[src/rtl/ctrl_pipe_unit_pkg.sv]
// ---------------------------------------------------------------------------
// ctrl_pipe_unit_pkg
// Shared types for the pipelined control unit: RV32I opcode constants, the
// ALU/immediate selectors, the valid-free control bundle (control_t), the
// per-stage record (stage_t) and small helpers used by decode and interlock.
// No ports; imported with `import ctrl_pipe_unit_pkg::*`.
// ---------------------------------------------------------------------------
package ctrl_pipe_unit_pkg;

  // Widest register index a stage record can hold; narrower indices are
  // zero-extended into it.
  localparam int RD_MAX_W = 8;

  localparam logic [6:0] OPCODE_OP     = 7'b0110011;
  localparam logic [6:0] OPCODE_OP_IMM = 7'b0010011;
  localparam logic [6:0] OPCODE_LOAD   = 7'b0000011;
  localparam logic [6:0] OPCODE_JALR   = 7'b1100111;
  localparam logic [6:0] OPCODE_STORE  = 7'b0100011;
  localparam logic [6:0] OPCODE_BRANCH = 7'b1100011;
  localparam logic [6:0] OPCODE_LUI    = 7'b0110111;
  localparam logic [6:0] OPCODE_AUIPC  = 7'b0010111;
  localparam logic [6:0] OPCODE_JAL    = 7'b1101111;

  typedef enum logic [3:0] {
    ALU_ADD, ALU_SUB, ALU_SLL, ALU_SLT, ALU_SLTU, ALU_XOR,
    ALU_SRL, ALU_SRA, ALU_OR, ALU_AND, ALU_PASS_B
  } alu_op_t;

  typedef enum logic [2:0] {
    IMM_NONE, IMM_I, IMM_S, IMM_B, IMM_U, IMM_J
  } imm_sel_t;

  typedef struct packed {
    alu_op_t    alu_op;
    imm_sel_t   imm_sel;
    logic       alu_src_imm;
    logic       alu_src_pc;
    logic       rf_write_enable;
    logic       mem_read;
    logic       mem_write;
    logic       mem_to_reg;
    logic       branch;
    logic       jump;
    logic       jalr;
    logic [2:0] funct3;      // access size / branch condition
  } control_t;

  typedef struct packed {
    logic                valid;
    control_t            ctrl;
    logic [RD_MAX_W-1:0] rd;
  } stage_t;

  function automatic logic uses_rs1(input logic [6:0] opcode);
    return (opcode == OPCODE_OP)    || (opcode == OPCODE_OP_IMM) ||
           (opcode == OPCODE_LOAD)  || (opcode == OPCODE_JALR)   ||
           (opcode == OPCODE_STORE) || (opcode == OPCODE_BRANCH);
  endfunction

  function automatic logic uses_rs2(input logic [6:0] opcode);
    return (opcode == OPCODE_OP) || (opcode == OPCODE_STORE) ||
           (opcode == OPCODE_BRANCH);
  endfunction

  // alt selects SUB/SRA; callers only set it where funct7[5] is meaningful.
  function automatic alu_op_t alu_from_f3(input logic [2:0] f3, input logic alt);
    case (f3)
      3'b000:  return alt ? ALU_SUB : ALU_ADD;
      3'b001:  return ALU_SLL;
      3'b010:  return ALU_SLT;
      3'b011:  return ALU_SLTU;
      3'b100:  return ALU_XOR;
      3'b101:  return alt ? ALU_SRA : ALU_SRL;
      3'b110:  return ALU_OR;
      default: return ALU_AND;
    endcase
  endfunction

  // A valid load in stage s writes a register that the ID instruction reads.
  function automatic logic hits_load(input stage_t s,
                                     input logic [RD_MAX_W-1:0] rs1,
                                     input logic [RD_MAX_W-1:0] rs2,
                                     input logic u1, input logic u2);
    return s.valid && s.ctrl.mem_read && (s.rd != '0) &&
           ((u1 && (s.rd == rs1)) || (u2 && (s.rd == rs2)));
  endfunction

endpackage

[src/rtl/ctrl_pipe_unit_if.sv]
// ---------------------------------------------------------------------------
// ctrl_pipe_unit_if
// Bundles the ID-stage instruction fields, the EX redirect, the hazard
// outputs and the EX/MEM/WB control taps of ctrl_pipe_unit.
//   master : pipeline/datapath side (drives id_*, ex_redirect)
//   slave  : ctrl_pipe_unit
// With CTRL_PERF_CNT_EN defined the stall/flush/illegal counters are added.
// ---------------------------------------------------------------------------
interface ctrl_pipe_unit_if #(parameter int REG_ADDR_W = 5);
  import ctrl_pipe_unit_pkg::*;

  logic                  id_valid;
  logic [6:0]            id_opcode;
  logic [2:0]            id_funct3;
  logic [6:0]            id_funct7;
  logic [REG_ADDR_W-1:0] id_rs1;
  logic [REG_ADDR_W-1:0] id_rs2;
  logic [REG_ADDR_W-1:0] id_rd;
  logic                  ex_redirect;

  logic                  stall;
  logic                  flush;
  logic                  illegal_instr;
  logic                  ex_valid;
  control_t              ex_ctrl;
  logic [REG_ADDR_W-1:0] ex_rd;
  logic                  mem_valid;
  control_t              mem_ctrl;
  logic                  wb_valid;
  control_t              wb_ctrl;
  logic [REG_ADDR_W-1:0] wb_rd;
`ifdef CTRL_PERF_CNT_EN
  logic [31:0]           stall_cnt;
  logic [31:0]           flush_cnt;
  logic [31:0]           illegal_cnt;
`endif

  modport master (
    output id_valid, id_opcode, id_funct3, id_funct7, id_rs1, id_rs2, id_rd,
           ex_redirect,
    input  stall, flush, illegal_instr, ex_valid, ex_ctrl, ex_rd,
           mem_valid, mem_ctrl, wb_valid, wb_ctrl, wb_rd
`ifdef CTRL_PERF_CNT_EN
    , input stall_cnt, flush_cnt, illegal_cnt
`endif
  );

  modport slave (
    input  id_valid, id_opcode, id_funct3, id_funct7, id_rs1, id_rs2, id_rd,
           ex_redirect,
    output stall, flush, illegal_instr, ex_valid, ex_ctrl, ex_rd,
           mem_valid, mem_ctrl, wb_valid, wb_ctrl, wb_rd
`ifdef CTRL_PERF_CNT_EN
    , output stall_cnt, flush_cnt, illegal_cnt
`endif
  );

endinterface

[src/rtl/ctrl_pipe_unit_decode.sv]
// ---------------------------------------------------------------------------
// ctrl_decode
// Combinational RV32I control decoder.
//   opcode/funct3/funct7 in -> ctrl (control_t), illegal
// Unknown opcodes, and unknown funct3/funct7 combinations of known opcodes,
// raise illegal and return an all-zero bundle so they behave as bubbles.
// ---------------------------------------------------------------------------
module ctrl_decode
  import ctrl_pipe_unit_pkg::*;
(
  input  logic [6:0] opcode,
  input  logic [2:0] funct3,
  input  logic [6:0] funct7,
  output control_t   ctrl,
  output logic       illegal
);

  always_comb begin
    ctrl    = '0;
    illegal = 1'b0;
    case (opcode)
      OPCODE_OP: begin
        ctrl.rf_write_enable = 1'b1;
        ctrl.alu_op          = alu_from_f3(funct3, funct7[5]);
        if (funct7 == 7'h20)
          illegal = !((funct3 == 3'b000) || (funct3 == 3'b101));
        else
          illegal = (funct7 != 7'h00);
      end
      OPCODE_OP_IMM: begin
        ctrl.rf_write_enable = 1'b1;
        ctrl.alu_src_imm     = 1'b1;
        ctrl.imm_sel         = IMM_I;
        // funct7 only carries meaning for the shift-immediates
        ctrl.alu_op          = alu_from_f3(funct3, (funct3 == 3'b101) && funct7[5]);
        if (funct3 == 3'b001)
          illegal = (funct7 != 7'h00);
        else if (funct3 == 3'b101)
          illegal = (funct7 != 7'h00) && (funct7 != 7'h20);
      end
      OPCODE_LOAD: begin
        ctrl.rf_write_enable = 1'b1;
        ctrl.alu_src_imm     = 1'b1;
        ctrl.imm_sel         = IMM_I;
        ctrl.mem_read        = 1'b1;
        ctrl.mem_to_reg      = 1'b1;
        ctrl.funct3          = funct3;
        illegal = (funct3 == 3'b011) || (funct3 == 3'b110) || (funct3 == 3'b111);
      end
      OPCODE_JALR: begin
        ctrl.rf_write_enable = 1'b1;
        ctrl.alu_src_imm     = 1'b1;
        ctrl.imm_sel         = IMM_I;
        ctrl.jump            = 1'b1;
        ctrl.jalr            = 1'b1;
        illegal = (funct3 != 3'b000);
      end
      OPCODE_STORE: begin
        ctrl.alu_src_imm = 1'b1;
        ctrl.imm_sel     = IMM_S;
        ctrl.mem_write   = 1'b1;
        ctrl.funct3      = funct3;
        illegal = (funct3 > 3'b010);
      end
      OPCODE_BRANCH: begin
        ctrl.alu_op  = ALU_SUB;
        ctrl.imm_sel = IMM_B;
        ctrl.branch  = 1'b1;
        ctrl.funct3  = funct3;
        illegal = (funct3 == 3'b010) || (funct3 == 3'b011);
      end
      OPCODE_LUI: begin
        ctrl.rf_write_enable = 1'b1;
        ctrl.alu_src_imm     = 1'b1;
        ctrl.imm_sel         = IMM_U;
        ctrl.alu_op          = ALU_PASS_B;
      end
      OPCODE_AUIPC: begin
        ctrl.rf_write_enable = 1'b1;
        ctrl.alu_src_imm     = 1'b1;
        ctrl.alu_src_pc      = 1'b1;
        ctrl.imm_sel         = IMM_U;
      end
      OPCODE_JAL: begin
        ctrl.rf_write_enable = 1'b1;
        ctrl.alu_src_imm     = 1'b1;
        ctrl.alu_src_pc      = 1'b1;
        ctrl.imm_sel         = IMM_J;
        ctrl.jump            = 1'b1;
      end
      default: illegal = 1'b1;
    endcase
    if (illegal) ctrl = '0;
  end

endmodule

[src/rtl/ctrl_pipe_unit.sv]
// ---------------------------------------------------------------------------
// ctrl_pipe_unit
// Pipelined control: decodes the ID instruction, carries {valid, ctrl, rd}
// through EX, LOAD_LATENCY MEM registers and WB, and generates the load-use
// stall and the branch/jump flush for the IF/ID registers.
// Ports:
//   clk    pipeline clock (rising edge)
//   rst_n  asynchronous active-low reset
//   bus    ctrl_pipe_unit_if.slave (ID fields, ex_redirect, stall/flush,
//          illegal_instr, EX/MEM/WB taps)
// Parameters: LOAD_LATENCY (1..2), REG_ADDR_W, ZERO_RD_SUPPRESS.
// Optional macro CTRL_PERF_CNT_EN adds saturating stall/flush/illegal
// cycle counters on the interface.
// ---------------------------------------------------------------------------
module ctrl_pipe_unit
  import ctrl_pipe_unit_pkg::*;
#(
  parameter int LOAD_LATENCY     = 1,
  parameter int REG_ADDR_W       = 5,
  parameter int ZERO_RD_SUPPRESS = 1
) (
  input logic             clk,
  input logic             rst_n,
  ctrl_pipe_unit_if.slave bus
);

  if (LOAD_LATENCY < 1 || LOAD_LATENCY > 2) begin : g_bad_latency
    $error("ctrl_pipe_unit: LOAD_LATENCY must be 1 or 2");
  end
  if (REG_ADDR_W > RD_MAX_W) begin : g_bad_addr_w
    $error("ctrl_pipe_unit: REG_ADDR_W exceeds RD_MAX_W");
  end

  control_t            dec_ctrl;
  control_t            id_ctrl;
  logic                dec_illegal;
  logic [RD_MAX_W-1:0] rs1_ext, rs2_ext, rd_ext;
  logic                load_use;
  logic                stall_w, flush_w, illegal_w;

  stage_t ex_q, ex_d;
  stage_t wb_q, wb_d;
  stage_t mem_q [LOAD_LATENCY];
  stage_t mem_d [LOAD_LATENCY];

  ctrl_decode u_decode (
    .opcode  (bus.id_opcode),
    .funct3  (bus.id_funct3),
    .funct7  (bus.id_funct7),
    .ctrl    (dec_ctrl),
    .illegal (dec_illegal)
  );

  assign rs1_ext = RD_MAX_W'(bus.id_rs1);
  assign rs2_ext = RD_MAX_W'(bus.id_rs2);
  assign rd_ext  = RD_MAX_W'(bus.id_rd);

  // A load is still unresolved in EX and in every MEM register except the
  // last one, which hands its data to the forwarding path in time.
  always_comb begin
    load_use = 1'b0;
    if (bus.id_valid) begin
      if (hits_load(ex_q, rs1_ext, rs2_ext, uses_rs1(bus.id_opcode), uses_rs2(bus.id_opcode)))
        load_use = 1'b1;
      for (int k = 0; k < LOAD_LATENCY - 1; k++) begin
        if (hits_load(mem_q[k], rs1_ext, rs2_ext, uses_rs1(bus.id_opcode), uses_rs2(bus.id_opcode)))
          load_use = 1'b1;
      end
    end
  end

  // The redirect squashes the instruction being stalled, so flush wins.
  assign flush_w   = bus.ex_redirect;
  assign stall_w   = load_use & ~bus.ex_redirect;
  assign illegal_w = bus.id_valid & dec_illegal;

  always_comb begin
    id_ctrl = dec_ctrl;
    if ((ZERO_RD_SUPPRESS != 0) && (bus.id_rd == '0))
      id_ctrl.rf_write_enable = 1'b0;

    ex_d = '0;
    if (bus.id_valid && !dec_illegal && !load_use && !bus.ex_redirect) begin
      ex_d.valid = 1'b1;
      ex_d.ctrl  = id_ctrl;
      ex_d.rd    = rd_ext;
    end

    mem_d[0] = ex_q;
    for (int k = 1; k < LOAD_LATENCY; k++) mem_d[k] = mem_q[k-1];
    wb_d = mem_q[LOAD_LATENCY-1];
  end

  always_ff @(posedge clk or negedge rst_n) begin
    if (!rst_n) begin
      ex_q <= '0;
      wb_q <= '0;
      for (int k = 0; k < LOAD_LATENCY; k++) mem_q[k] <= '0;
    end else begin
      ex_q <= ex_d;
      wb_q <= wb_d;
      for (int k = 0; k < LOAD_LATENCY; k++) mem_q[k] <= mem_d[k];
    end
  end

  assign bus.stall         = stall_w;
  assign bus.flush         = flush_w;
  assign bus.illegal_instr = illegal_w;
  assign bus.ex_valid      = ex_q.valid;
  assign bus.ex_ctrl       = ex_q.ctrl;
  assign bus.ex_rd         = ex_q.rd[REG_ADDR_W-1:0];
  assign bus.mem_valid     = mem_q[LOAD_LATENCY-1].valid;
  assign bus.mem_ctrl      = mem_q[LOAD_LATENCY-1].ctrl;
  assign bus.wb_valid      = wb_q.valid;
  assign bus.wb_ctrl       = wb_q.ctrl;
  assign bus.wb_rd         = wb_q.rd[REG_ADDR_W-1:0];

`ifdef CTRL_PERF_CNT_EN
  logic [2:0]  evt;
  logic [31:0] cnt_q [3];
  logic [31:0] cnt_d [3];

  assign evt = {illegal_w, flush_w, stall_w};

  always_comb begin
    for (int i = 0; i < 3; i++) begin
      cnt_d[i] = cnt_q[i];
      if (evt[i] && (cnt_q[i] != 32'hFFFF_FFFF)) cnt_d[i] = cnt_q[i] + 32'd1;
    end
  end

  always_ff @(posedge clk or negedge rst_n) begin
    if (!rst_n) begin
      for (int i = 0; i < 3; i++) cnt_q[i] <= '0;
    end else begin
      for (int i = 0; i < 3; i++) cnt_q[i] <= cnt_d[i];
    end
  end

  assign bus.stall_cnt   = cnt_q[0];
  assign bus.flush_cnt   = cnt_q[1];
  assign bus.illegal_cnt = cnt_q[2];
`endif

endmodule

[src/flat_wrapper.sv]
// flat-port wrapper written by rule: the top's interface ports become plain ports
module ctrl_pipe_unit_flat import ctrl_pipe_unit_pkg::*;
#(
  parameter int LOAD_LATENCY     = 1,
  parameter int REG_ADDR_W       = 5,
  parameter int ZERO_RD_SUPPRESS = 1
)
  (clk, rst_n, bus_id_valid, bus_id_opcode, bus_id_funct3, bus_id_funct7, bus_id_rs1, bus_id_rs2, bus_id_rd, bus_ex_redirect, bus_stall, bus_flush, bus_illegal_instr, bus_ex_valid, bus_ex_ctrl, bus_ex_rd, bus_mem_valid, bus_mem_ctrl, bus_wb_valid, bus_wb_ctrl, bus_wb_rd);
  ctrl_pipe_unit_if #(.REG_ADDR_W(REG_ADDR_W)) bus_i ();
  input logic clk;
  input logic rst_n;
  input wire logic [$bits(bus_i.id_valid)-1:0] bus_id_valid;
  input wire logic [$bits(bus_i.id_opcode)-1:0] bus_id_opcode;
  input wire logic [$bits(bus_i.id_funct3)-1:0] bus_id_funct3;
  input wire logic [$bits(bus_i.id_funct7)-1:0] bus_id_funct7;
  input wire logic [$bits(bus_i.id_rs1)-1:0] bus_id_rs1;
  input wire logic [$bits(bus_i.id_rs2)-1:0] bus_id_rs2;
  input wire logic [$bits(bus_i.id_rd)-1:0] bus_id_rd;
  input wire logic [$bits(bus_i.ex_redirect)-1:0] bus_ex_redirect;
  output wire logic [$bits(bus_i.stall)-1:0] bus_stall;
  output wire logic [$bits(bus_i.flush)-1:0] bus_flush;
  output wire logic [$bits(bus_i.illegal_instr)-1:0] bus_illegal_instr;
  output wire logic [$bits(bus_i.ex_valid)-1:0] bus_ex_valid;
  output wire logic [$bits(bus_i.ex_ctrl)-1:0] bus_ex_ctrl;
  output wire logic [$bits(bus_i.ex_rd)-1:0] bus_ex_rd;
  output wire logic [$bits(bus_i.mem_valid)-1:0] bus_mem_valid;
  output wire logic [$bits(bus_i.mem_ctrl)-1:0] bus_mem_ctrl;
  output wire logic [$bits(bus_i.wb_valid)-1:0] bus_wb_valid;
  output wire logic [$bits(bus_i.wb_ctrl)-1:0] bus_wb_ctrl;
  output wire logic [$bits(bus_i.wb_rd)-1:0] bus_wb_rd;
  assign bus_i.id_valid = bus_id_valid;
  assign bus_i.id_opcode = bus_id_opcode;
  assign bus_i.id_funct3 = bus_id_funct3;
  assign bus_i.id_funct7 = bus_id_funct7;
  assign bus_i.id_rs1 = bus_id_rs1;
  assign bus_i.id_rs2 = bus_id_rs2;
  assign bus_i.id_rd = bus_id_rd;
  assign bus_i.ex_redirect = bus_ex_redirect;
  assign bus_stall = bus_i.stall;
  assign bus_flush = bus_i.flush;
  assign bus_illegal_instr = bus_i.illegal_instr;
  assign bus_ex_valid = bus_i.ex_valid;
  assign bus_ex_ctrl = bus_i.ex_ctrl;
  assign bus_ex_rd = bus_i.ex_rd;
  assign bus_mem_valid = bus_i.mem_valid;
  assign bus_mem_ctrl = bus_i.mem_ctrl;
  assign bus_wb_valid = bus_i.wb_valid;
  assign bus_wb_ctrl = bus_i.wb_ctrl;
  assign bus_wb_rd = bus_i.wb_rd;
  ctrl_pipe_unit #(.LOAD_LATENCY(LOAD_LATENCY), .REG_ADDR_W(REG_ADDR_W), .ZERO_RD_SUPPRESS(ZERO_RD_SUPPRESS)) u_core (.clk(clk), .rst_n(rst_n), .bus(bus_i));
endmodule
[config.mk]
export PLATFORM = sky130hd
export DESIGN_NAME = ctrl_pipe_unit_flat
export DESIGN_NICKNAME = d
export VERILOG_FILES = /design/src/rtl/ctrl_pipe_unit_pkg.sv /design/src/rtl/ctrl_pipe_unit_if.sv /design/src/rtl/ctrl_pipe_unit_decode.sv /design/src/rtl/ctrl_pipe_unit.sv /design/src/flat_wrapper.sv
export SDC_FILE = /design/constraint.sdc
export NUM_CORES = 1
export LEC_CHECK = 0
export ABC_AREA = 0
export BUFFER_PORTS_ARGS = -buffer_cell sky130_fd_sc_hd__clkbuf_2
export CAP_MARGIN = 20
export CORE_MARGIN = 1.5
export CORE_UTILIZATION = 40
export DETAILED_ROUTE_END_ITERATION = 8
export PLACE_DENSITY = 0.71
export RECOVER_POWER = 100
export SYNTH_ARGS = -nofsm -noshare
export SYNTH_HDL_FRONTEND = slang
export SYNTH_SLANG_ARGS = --single-unit
[constraint.sdc]
create_clock -name clk -period 2.45 [get_ports clk]
set_input_delay 0.1225 -clock clk [delete_from_list [all_inputs] [get_ports clk]]
set_output_delay 0.1225 -clock clk [all_outputs]
set_load 0.02 [all_outputs]
==> impl_metrics.env, run 1 <==
export IMPL_status="finished, violations left"
export IMPL_violations="design-rule violations, max-capacitance violations, max-slew violations"
export IMPL_final_instance_count_excl_fill=395
export IMPL_met3_usage_pct=4.57
export IMPL_period_minus_slack_ps=2330
export IMPL_clk_pin_slew_ps=70
export IMPL_numCtsBuffers=9
export IMPL_yosysSeqAreaShare_pct=66.9
export IMPL_antenna_cells=0
export IMPL_worst_path_buf_inv=0
export IMPL_placed_area_um2=3140
export IMPL_overflow=0
export IMPL_drt_first_pass_iters=6
export IMPL_final_cell_mix="74 x clkbuf_1, 72 x dfrtp_1, 34 x clkbuf_2, 17 x nor2_1, 11 x clkbuf_8"
export IMPL_regArea_um2=1800
export IMPL_setup_viol=0
export IMPL_drive_gt1_share_pct=17.3
export IMPL_post_cts_resized=0
export IMPL_ys_warn_count=0
export IMPL_fmax_mhz=429
export IMPL_finish_instance_area_um2=3330
export IMPL_ys_ff_latch=72
export IMPL_max_cap_violations=1
export IMPL_p_switching_uw=496
export IMPL_p_sw_share_pct=20.1
export IMPL_slowest_delay_ps=550
export IMPL_hold_path_class="input pin to flip-flop"
export IMPL_grt_busiest_layer="met2"
export IMPL_fin_tns_setup_ps=0
export IMPL_row_count=29
export IMPL_path_cells="or4_1 > o2111ai_1 > a21o_1 > or3b_4 > nor4_1"
export IMPL_die_w_um=85.0
export IMPL_nFillCells=594
export IMPL_pwr_share_comb_pct=5.7
export IMPL_cts_root_buffer="clkbuf_8"
export IMPL_io_pins=109
export IMPL_vias=1890
export IMPL_critPathTopFamily="simple AND/OR/NAND/NOR gates"
export IMPL_post_place_ws_ps=180
export IMPL_dp_hpwl_um=3990
export IMPL_crit_path_end_kind="flip-flop"
export IMPL_p_seq_share_pct=48.4
export IMPL_multi_input_area_um2=636
export IMPL_cp_arrival_ps=2540
export IMPL_syn_num_nets=254
export IMPL_cts_tree="built"
export IMPL_synthesis_area_um2=2690
export IMPL_power_density_nw_per_um2=740
export IMPL_die_y_um=85.0
export IMPL_grt_first_pass_wirelength_um=8910
export IMPL_gp_congestion=0.915
export IMPL_drc=8
export IMPL_die_area_um2=7230
export IMPL_final_common_cell="clkbuf_1"
export IMPL_fin_crit_sh_pct=95.0
export IMPL_internal_power_mw=1.97
export IMPL_hold_viol_final=0
export IMPL_place_inst=374
export IMPL_antenna_found_initial=0
export IMPL_min_path_cells=3
export IMPL_cts_setup_buffers=0
export IMPL_clock_latency_ps=340
export IMPL_drv_slew=73
export IMPL_start_util_pct=41.9
export IMPL_wl_per_cell_um=14.3
export IMPL_tightest_slew_ps=1720
export IMPL_path_max_fanout=22
export IMPL_fin_skew_ps=8.82
export IMPL_postSynthAreaPerCell_um2=12.3
export IMPL_critPathRequiredTime_ps=2660
export IMPL_ctsHtreeMaxLevel=3
export IMPL_p_clk_share_pct=45.9
export IMPL_portBuffers=108
export IMPL_synth_cells=218
export IMPL_crit_path_start_kind="flip-flop"
export IMPL_met1_usage_pct=22.1
export IMPL_grt_max_degree=73
export IMPL_rsz0062_at_grt="false"
export IMPL_grt_pass1_vias=1793
export IMPL_use_met2_pct=24.0
export IMPL_clock_path_buffers=2
export IMPL_irDropWorstVdd_v=0.000252
export IMPL_core_um2=6420
export IMPL_yosysUniqueCellTypes=39
export IMPL_grt_use_total_pct=16.4
export IMPL_wl_um=5640
export IMPL_path_class="flip-flop to flip-flop"
export IMPL_slew_headroom_pct=-14.5
export IMPL_hold_slack_ps=28.6
export IMPL_nets=349
export IMPL_drtIter0Drc=107
export IMPL_cp_slowest_cell="or4_1"
export IMPL_crit_cells=5
export IMPL_drtAntennaViolNets=0
export IMPL_area_delta_synth_final_pct=23.9
export IMPL_routed_via_density=4.78
export IMPL_leakagePower_nw=1.65
export IMPL_timing_final_ws_setup_ps=121
export IMPL_cts_sinks=72
export IMPL_r2r_cells=5
[power groups by stage]
| stage | registers [mW] | logic [mW] | clock network (mW) |
|---|---|---|---|
| final | 1.19 | 0.141 | 1.13 |
| after global routing | 1.19 | 0.158 | 1.23 |
| after CTS | 1.19 | 0.145 | 1.17 |
| after detailed placement | 1.22 | 0.138 | 0 |
| after global placement | 1.22 | 0.137 | 0 |
| after floorplan | 1.22 | 0.0608 | 0 |
[final cells by class]
cell class                      instances  area share [%]
Timing Repair Buffer                  115            15.4
Clock inverter                          5            3.08
Clock buffer                           11            4.54
Sequential cell                        72            54.0
Tap cell                               77            2.89
Inverter                                9            1.01
Multi-Input combinational cell        106            19.1
[per-stage QoR]
stage          power [mW]  util [%]
6_report             2.47      51.9
5_1_grt              2.58      51.9
4_1_cts              2.51      53.6
3_5_place_dp         1.36      48.9
3_3_place_gp         1.35      48.9
2_1_floorplan        1.28         -
[registers in the layout, indices dropped and copies added (netlist names)]
name and count:
u_core.bus.ex_ctrl 18, u_core.bus.mem_ctrl 18, u_core.bus.wb_ctrl 18, u_core.bus.ex_rd 5, u_core.bus.wb_rd 5, u_core.mem_q 5
u_core.bus.ex_valid 1, u_core.bus.mem_valid 1, u_core.bus.wb_valid 1
[layer usage]
| layer | vias to the layer above | wire (µm) |
|---|---|---|
| met5 | - | 0 |
| met4 | 0 | 121 |
| met3 | 12 | 406 |
| met2 | 84 | 2670 |
| met1 | 892 | 2440 |
| li1 | 902 | - |
[path summary, 6_finish.rpt]
check / start / end / slack (ps)
hold / removal: bus_id_rd[4] / u_core.bus.ex_rd[4]$_DFF_PN0_ / 30
setup / recovery: u_core.bus.ex_rd[1]$_DFF_PN0_ / u_core.bus.ex_ctrl[1]$_DFF_PN0_ / 120
min in group asynchronous: rst_n / u_core.bus.ex_rd[2]$_DFF_PN0_ / 800
max in group asynchronous: rst_n / u_core.bus.ex_ctrl[0]$_DFF_PN0_ / 620
setup reg to reg: u_core.bus.ex_rd[1]$_DFF_PN0_ / u_core.bus.ex_ctrl[1]$_DFF_PN0_ / 120
hold reg to reg: u_core.mem_q[4]$_DFF_PN0_ / u_core.bus.wb_rd[4]$_DFF_PN0_ / 340
[repair_timing]
action,4_1_cts,5_1_grt
hold endpoints to repair,76,0
hold buffers,5,0
endpoints found under the setup margin,0,0
[Yosys cell counts (all sizes together)]
master / count / share of area (%)
dfrtp: 72 / 67
buf: 24 / 6.7
nor2: 17 / 2.4
nand2: 10 / 1.4
xor2: 10 / 3.3
inv: 9 / 1.3
nor4: 9 / 2.3
o21ai: 8 / 1.5
a21oi: 7 / 1.3
clkbuf: 7 / 0.98
nor3: 6 / 1.1
nand2b: 5 / 1.2
nand3: 5 / 0.93
a31oi: 3 / 0.70
or4: 3 / 0.84
a211oi: 2 / 0.56
nor2b: 2 / 0.46
or3b: 2 / 0.74
a211o: 1 / 0.33
a21o: 1 / 0.28
a22o: 1 / 0.33
a311oi: 1 / 0.56
and2: 1 / 0.23
and3b: 1 / 0.33
and4b: 1 / 0.37
mux2i: 1 / 0.37
nand3b: 1 / 0.28
nand4: 1 / 0.23
nand4bb: 1 / 0.42
o2111ai: 1 / 0.33
o21a: 1 / 0.28
o31ai: 1 / 0.28
o32a: 1 / 0.37
or2: 1 / 0.23
or3: 1 / 0.23
[tightest hold or removal path, stage by stage]
cell and delay [ps]:
clkbuf_2 90, inv_1 70, nor2_1 50
[kinds of logic after synthesis]
logic type,after synthesis,synth area share (%)
and+or+nand+nor,67,13.7
muxes,1,0.372
AOI/OAI and AO/OA,28,6.79
buffers and inverters,40,8.97
DFF,72,66.9
xor gates and xnor gates,10,3.25
(Power assumes the default switching activity.)
==> inputs of run 2 (changes only) <==
- MAX_ROUTING_LAYER: unset -> met4
- SKIP_CTS_REPAIR_TIMING: unset -> 1
==> run 2 against run 1 <==
The flow finishes with violations (design-rule violations, negative hold slack, max-capacitance violations, max-slew violations). Largest power group unchanged. Worst setup slack worse by 4.2 ps. Combinational power is essentially flat. Routed wire length decreased by 0.67%. Core utilization shrank 0.74 points. Worst hold slack got worse by 41 ps. Die area is the same. Critical endpoint unchanged. Fmax decreased by 0.18%. First-iteration DRC count is 13% lower. Register-to-register slack about the same.
==> impl_metrics.env, run 2 (synthesized netlist as in run 1, its figures left out) <==
export IMPL_grt_pass1_vias=1846
export IMPL_hold_slack_ps=-12.0
export IMPL_grt_first_pass_wirelength_um=8810
export IMPL_hold_path_class="input pin to flip-flop"
export IMPL_routed_via_density=4.90
export IMPL_rsz0062_at_grt="false"
export IMPL_hold_start="bus_id_rd[3]"
export IMPL_path_max_fanout=22
export IMPL_tightest_slew_ps=1700
export IMPL_antenna_found_initial=0
export IMPL_drive_gt1_share_pct=17.1
export IMPL_portBuffers=108
export IMPL_crit_path_end_kind="flip-flop"
export IMPL_crit_path_start_kind="flip-flop"
export IMPL_die_area_um2=7230
export IMPL_grt_use_total_pct=16.7
export IMPL_drv_slew=73
export IMPL_hold_end="u_core.bus.ex_rd[3]$_DFF_PN0_"
export IMPL_overflow=0
export IMPL_irDropWorstVdd_v=0.000239
export IMPL_fmax_mhz=429
export IMPL_path_class="flip-flop to flip-flop"
export IMPL_row_count=29
export IMPL_dp_hpwl_um=3950
export IMPL_die_y_um=85.0
export IMPL_die_w_um=85.0
export IMPL_core_um2=6420
export IMPL_cts_root_buffer="clkbuf_8"
export IMPL_fin_util_pct=51.2
export IMPL_clk_pin_slew_ps=70
export IMPL_post_place_ws_ps=236
export IMPL_clock_latency_ps=340
export IMPL_fin_tns_setup_ps=0
export IMPL_numCtsBuffers=9
export IMPL_power_density_nw_per_um2=714
export IMPL_antenna_cells=0
export IMPL_vias=1919
export IMPL_start_util_pct=41.9
export IMPL_nets=347
export IMPL_io_pins=109
export IMPL_drtAntennaViolNets=0
export IMPL_clock_path_buffers=2
export IMPL_wl_um=5600
export IMPL_final_instance_count_excl_fill=392
export IMPL_grt_max_degree=73
export IMPL_r2r_end="u_core.bus.ex_ctrl[1]$_DFF_PN0_"
export IMPL_final_cell_mix="75 x clkbuf_1, 72 x dfrtp_1, 34 x clkbuf_2, 17 x nor2_1, 11 x clkbuf_8"
export IMPL_violations="design-rule violations, negative hold slack, max-capacitance violations, max-slew violations"
export IMPL_drc=8
export IMPL_place_inst=374
export IMPL_period_minus_slack_ps=2330
export IMPL_fin_crit_sh_pct=95.2
export IMPL_drt_first_pass_iters=6
export IMPL_hold_viol_final=2
export IMPL_r2r_slack_ps=120
export IMPL_gp_congestion=0.930
export IMPL_status="finished, violations left"
export IMPL_r2r_cells=5
export IMPL_area_delta_synth_final_pct=22.1
export IMPL_wl_per_cell_um=14.3
export IMPL_min_path_cells=3
export IMPL_fin_skew_ps=7.05
export IMPL_critPathRequiredTime_ps=2670
export IMPL_ctsHtreeMaxLevel=3
export IMPL_leakagePower_nw=1.63
export IMPL_setup_viol=0
export IMPL_r2r_start="u_core.bus.ex_rd[1]$_DFF_PN0_"
export IMPL_final_common_cell="clkbuf_1"
export IMPL_slew_headroom_pct=-13.2
export IMPL_max_cap_violations=1
export IMPL_fin_total_pwr_mw=2.35
export IMPL_cp_arrival_ps=2550
export IMPL_drtIter0Drc=93
export IMPL_cts_sinks=72
export IMPL_cts_tree="built"
export IMPL_timing_final_ws_setup_ps=117
run 2: how the worst max path moves through the flow:
stage	startpoint	cells after the start	slack, ps	to
6_report	u_core.bus.ex_rd[1]$_DFF_PN0_	5	120	u_core.bus.ex_ctrl[1]$_DFF_PN0_
5_1_grt	u_core.bus.ex_rd[1]$_DFF_PN0_	5	20	u_core.bus.ex_ctrl[2]$_DFF_PN0_
4_1_cts	u_core.bus.ex_rd[1]$_DFF_PN0_	5	150	u_core.bus.ex_ctrl[1]$_DFF_PN0_
3_5_place_dp	u_core.bus.ex_rd[1]$_DFF_PN0_	5	240	u_core.bus.ex_ctrl[1]$_DFF_PN0_
3_3_place_gp	u_core.bus.ex_rd[1]$_DFF_PN0_	5	330	u_core.bus.ex_ctrl[2]$_DFF_PN0_
2_1_floorplan	u_core.bus.ex_rd[1]$_DFF_PN0_	6	320	u_core.bus.ex_ctrl[11]$_DFF_PN0_
run 2: layout make-up:
type	instances	area, µm²
clock buffers	12	155
clock inverters	3	65.1
fillers	627	3140
inverters	9	33.8
multi-input cells	106	642
flip-flops and latches	72	1800
well taps	77	96.3
repair buffers	113	493
run 2: worst max-delay path, stage by stage (launching register included):
cell       delay (ps)
dfrtp_1           430
or4_1             540
o2111ai_1         250
a21o_1            130
or3b_4            510
nor4_1            350
run 2: metrics by stage:
stage / hold slack (ps) / instance area [µm²]
2_1_floorplan: -173 / 2690
3_3_place_gp: 287 / 3140
3_5_place_dp: 301 / 3140
4_1_cts: -69.3 / 3360
5_1_grt: 1.36 / 3290
6_report: -12.0 / 3290
run 2: layer usage:
layer,part of all wire [%],up-vias,global-route usage [%],wire length [µm]
li1,-,901,-,-
met1,43,897,21.3,2380
met2,46,101,24.0,2600
met3,8.6,20,4.86,480
met4,2.6,0,8.94,144
met5,0,-,-,0
run 2: power by group:
part / switching (mW) / internal (mW) / leakage (nW) / total [mW]
combinational: 0.0902 / 0.0489 / 0.516 / 0.139
sequential: 0.00223 / 1.19 / 1.01 / 1.19
clock: 0.392 / 0.622 / 0.112 / 1.01
total: 0.485 / 1.86 / 1.63 / 2.35
==> inputs of run 3 (changes only) <==
- CORE_MARGIN: 1.5 -> unset
==> run 3 against run 2 <==
The run ends with design-rule violations, max-capacitance violations, max-slew violations left. Sequential share of layout area unchanged. Sequential power about the same. Cell area is the same. Sequential cell count stayed put. Largest cell class unchanged.
==> impl_metrics.env, run 3 (synthesized netlist as in run 1, its figures left out) <==
export IMPL_drtIter0Drc=95
export IMPL_p_sw_share_pct=22.4
export IMPL_grt_pass1_vias=1860
export IMPL_period_minus_slack_ps=2220
export IMPL_vias=1900
export IMPL_drtAntennaViolNets=0
export IMPL_overflow=0
export IMPL_drive_gt1_share_pct=17.3
export IMPL_path_max_fanout=22
export IMPL_p_switching_uw=508
export IMPL_fin_crit_sh_pct=90.7
export IMPL_area_delta_synth_final_pct=22.1
export IMPL_violations="design-rule violations, max-capacitance violations, max-slew violations"
export IMPL_pwr_share_comb_pct=6.2
export IMPL_cts_sinks=72
export IMPL_io_pins=109
export IMPL_tightest_slew_ps=1660
export IMPL_antenna_found_initial=0
export IMPL_crit_path_end_kind="flip-flop"
export IMPL_drv_slew=73
export IMPL_leakagePower_nw=1.63
export IMPL_placed_area_um2=3140
export IMPL_cts_root_buffer="clkbuf_8"
export IMPL_gp_congestion=0.928
export IMPL_wl_per_cell_um=14.1
export IMPL_p_seq_share_pct=52.5
export IMPL_dp_hpwl_um=3960
export IMPL_wl_um=5550
export IMPL_ctsHtreeMaxLevel=3
export IMPL_p_clk_share_pct=41.2
export IMPL_final_common_cell="clkbuf_1"
export IMPL_clock_path_buffers=2
export IMPL_finish_instance_area_um2=3290
export IMPL_hold_viol_final=0
export IMPL_fin_util_pct=51.2
export IMPL_fin_tns_setup_ps=0
export IMPL_die_w_um=84.0
export IMPL_clk_pin_slew_ps=70
export IMPL_power_density_nw_per_um2=691
export IMPL_row_count=29
export IMPL_start_util_pct=41.9
export IMPL_final_cell_mix="74 x clkbuf_1, 72 x dfrtp_1, 34 x clkbuf_2, 17 x nor2_1, 11 x clkbuf_8"
export IMPL_drt_first_pass_iters=6
export IMPL_slew_headroom_pct=-10.7
export IMPL_antenna_cells=0
export IMPL_path_class="flip-flop to flip-flop"
export IMPL_cp_arrival_ps=2450
export IMPL_setup_viol=0
export IMPL_routed_via_density=4.81
export IMPL_nets=349
export IMPL_grt_use_total_pct=17.7
export IMPL_fmax_mhz=450
export IMPL_clock_latency_ps=340
export IMPL_portBuffers=108
export IMPL_r2r_slack_ps=230
export IMPL_internal_power_mw=1.76
export IMPL_die_area_um2=7060
export IMPL_grt_max_degree=73
export IMPL_fin_skew_ps=7.72
export IMPL_cts_tree="built"
export IMPL_irDropWorstVdd_v=0.000310
export IMPL_status="finished, violations left"
export IMPL_drc=16
export IMPL_numCtsBuffers=9
export IMPL_hold_path_class="input pin to flip-flop"
export IMPL_rsz0062_at_grt="false"
export IMPL_crit_path_start_kind="flip-flop"
export IMPL_die_y_um=84.0
export IMPL_max_cap_violations=1
export IMPL_critPathRequiredTime_ps=2680
export IMPL_core_um2=6420
export IMPL_grt_first_pass_wirelength_um=9070
-- run 3: worst paths after layout --
path / from / end / cells after the start
max: u_core.bus.ex_rd[1]$_DFF_PN0_ / u_core.bus.ex_ctrl[1]$_DFF_PN0_ / 5
min: bus_id_rd[3] / u_core.bus.ex_rd[3]$_DFF_PN0_ / 3
max reg2reg: u_core.bus.ex_rd[1]$_DFF_PN0_ / u_core.bus.ex_ctrl[1]$_DFF_PN0_ / 5
min reg2reg: u_core.mem_q[3]$_DFF_PN0_ / u_core.bus.wb_rd[3]$_DFF_PN0_ / 0
max in group asynchronous: rst_n / u_core.bus.ex_ctrl[17]$_DFF_PN0_ / 2
min in group asynchronous: rst_n / u_core.bus.wb_rd[2]$_DFF_PN0_ / 2
-- run 3: cell type report --
| class | instances | area, µm² |
|---|---|---|
| fillers | 625 | 3140 |
| flip-flops and latches | 72 | 1800 |
| multi-input cells | 106 | 636 |
| repair buffers | 115 | 513 |
| clock buffers | 11 | 151 |
| well taps | 77 | 96.3 |
| clock inverters | 5 | 55.1 |
| inverters | 9 | 33.8 |
-- run 3: critical path, cell delays in order, from the launching register on --
cell and delay [ps]:
dfrtp_1 430, or4_1 540, o2111ai_1 210, a21o_1 120
or3b_4 510, nor4_1 310
-- run 3: metal layers --
metal	GRT usage (%)	wire [µm]
met3	5.44	371
met5	-	0
met1	23.8	2490
met4	7.84	143
met2	24.6	2550
-- run 3: power by group through the flow --
stage          clock [mW]  combinational, mW  sequential (mW)
3_3_place_gp            0              0.139             1.22
2_1_floorplan           0             0.0608             1.22
3_5_place_dp            0              0.140             1.22
6_report            0.937              0.141             1.19
4_1_cts             0.972              0.141             1.19
5_1_grt              1.02              0.161             1.19
-- run 3: through the flow --
step,worst slack (ps),std cells,power (mW),hold slack (ps)
after floorplan,322,218,1.28,-173
after global placement,325,374,1.36,295
after detailed placement,247,374,1.36,300
after CTS,229,390,2.31,-75.6
after global routing,107,395,2.38,8.76
final,228,395,2.27,3.52
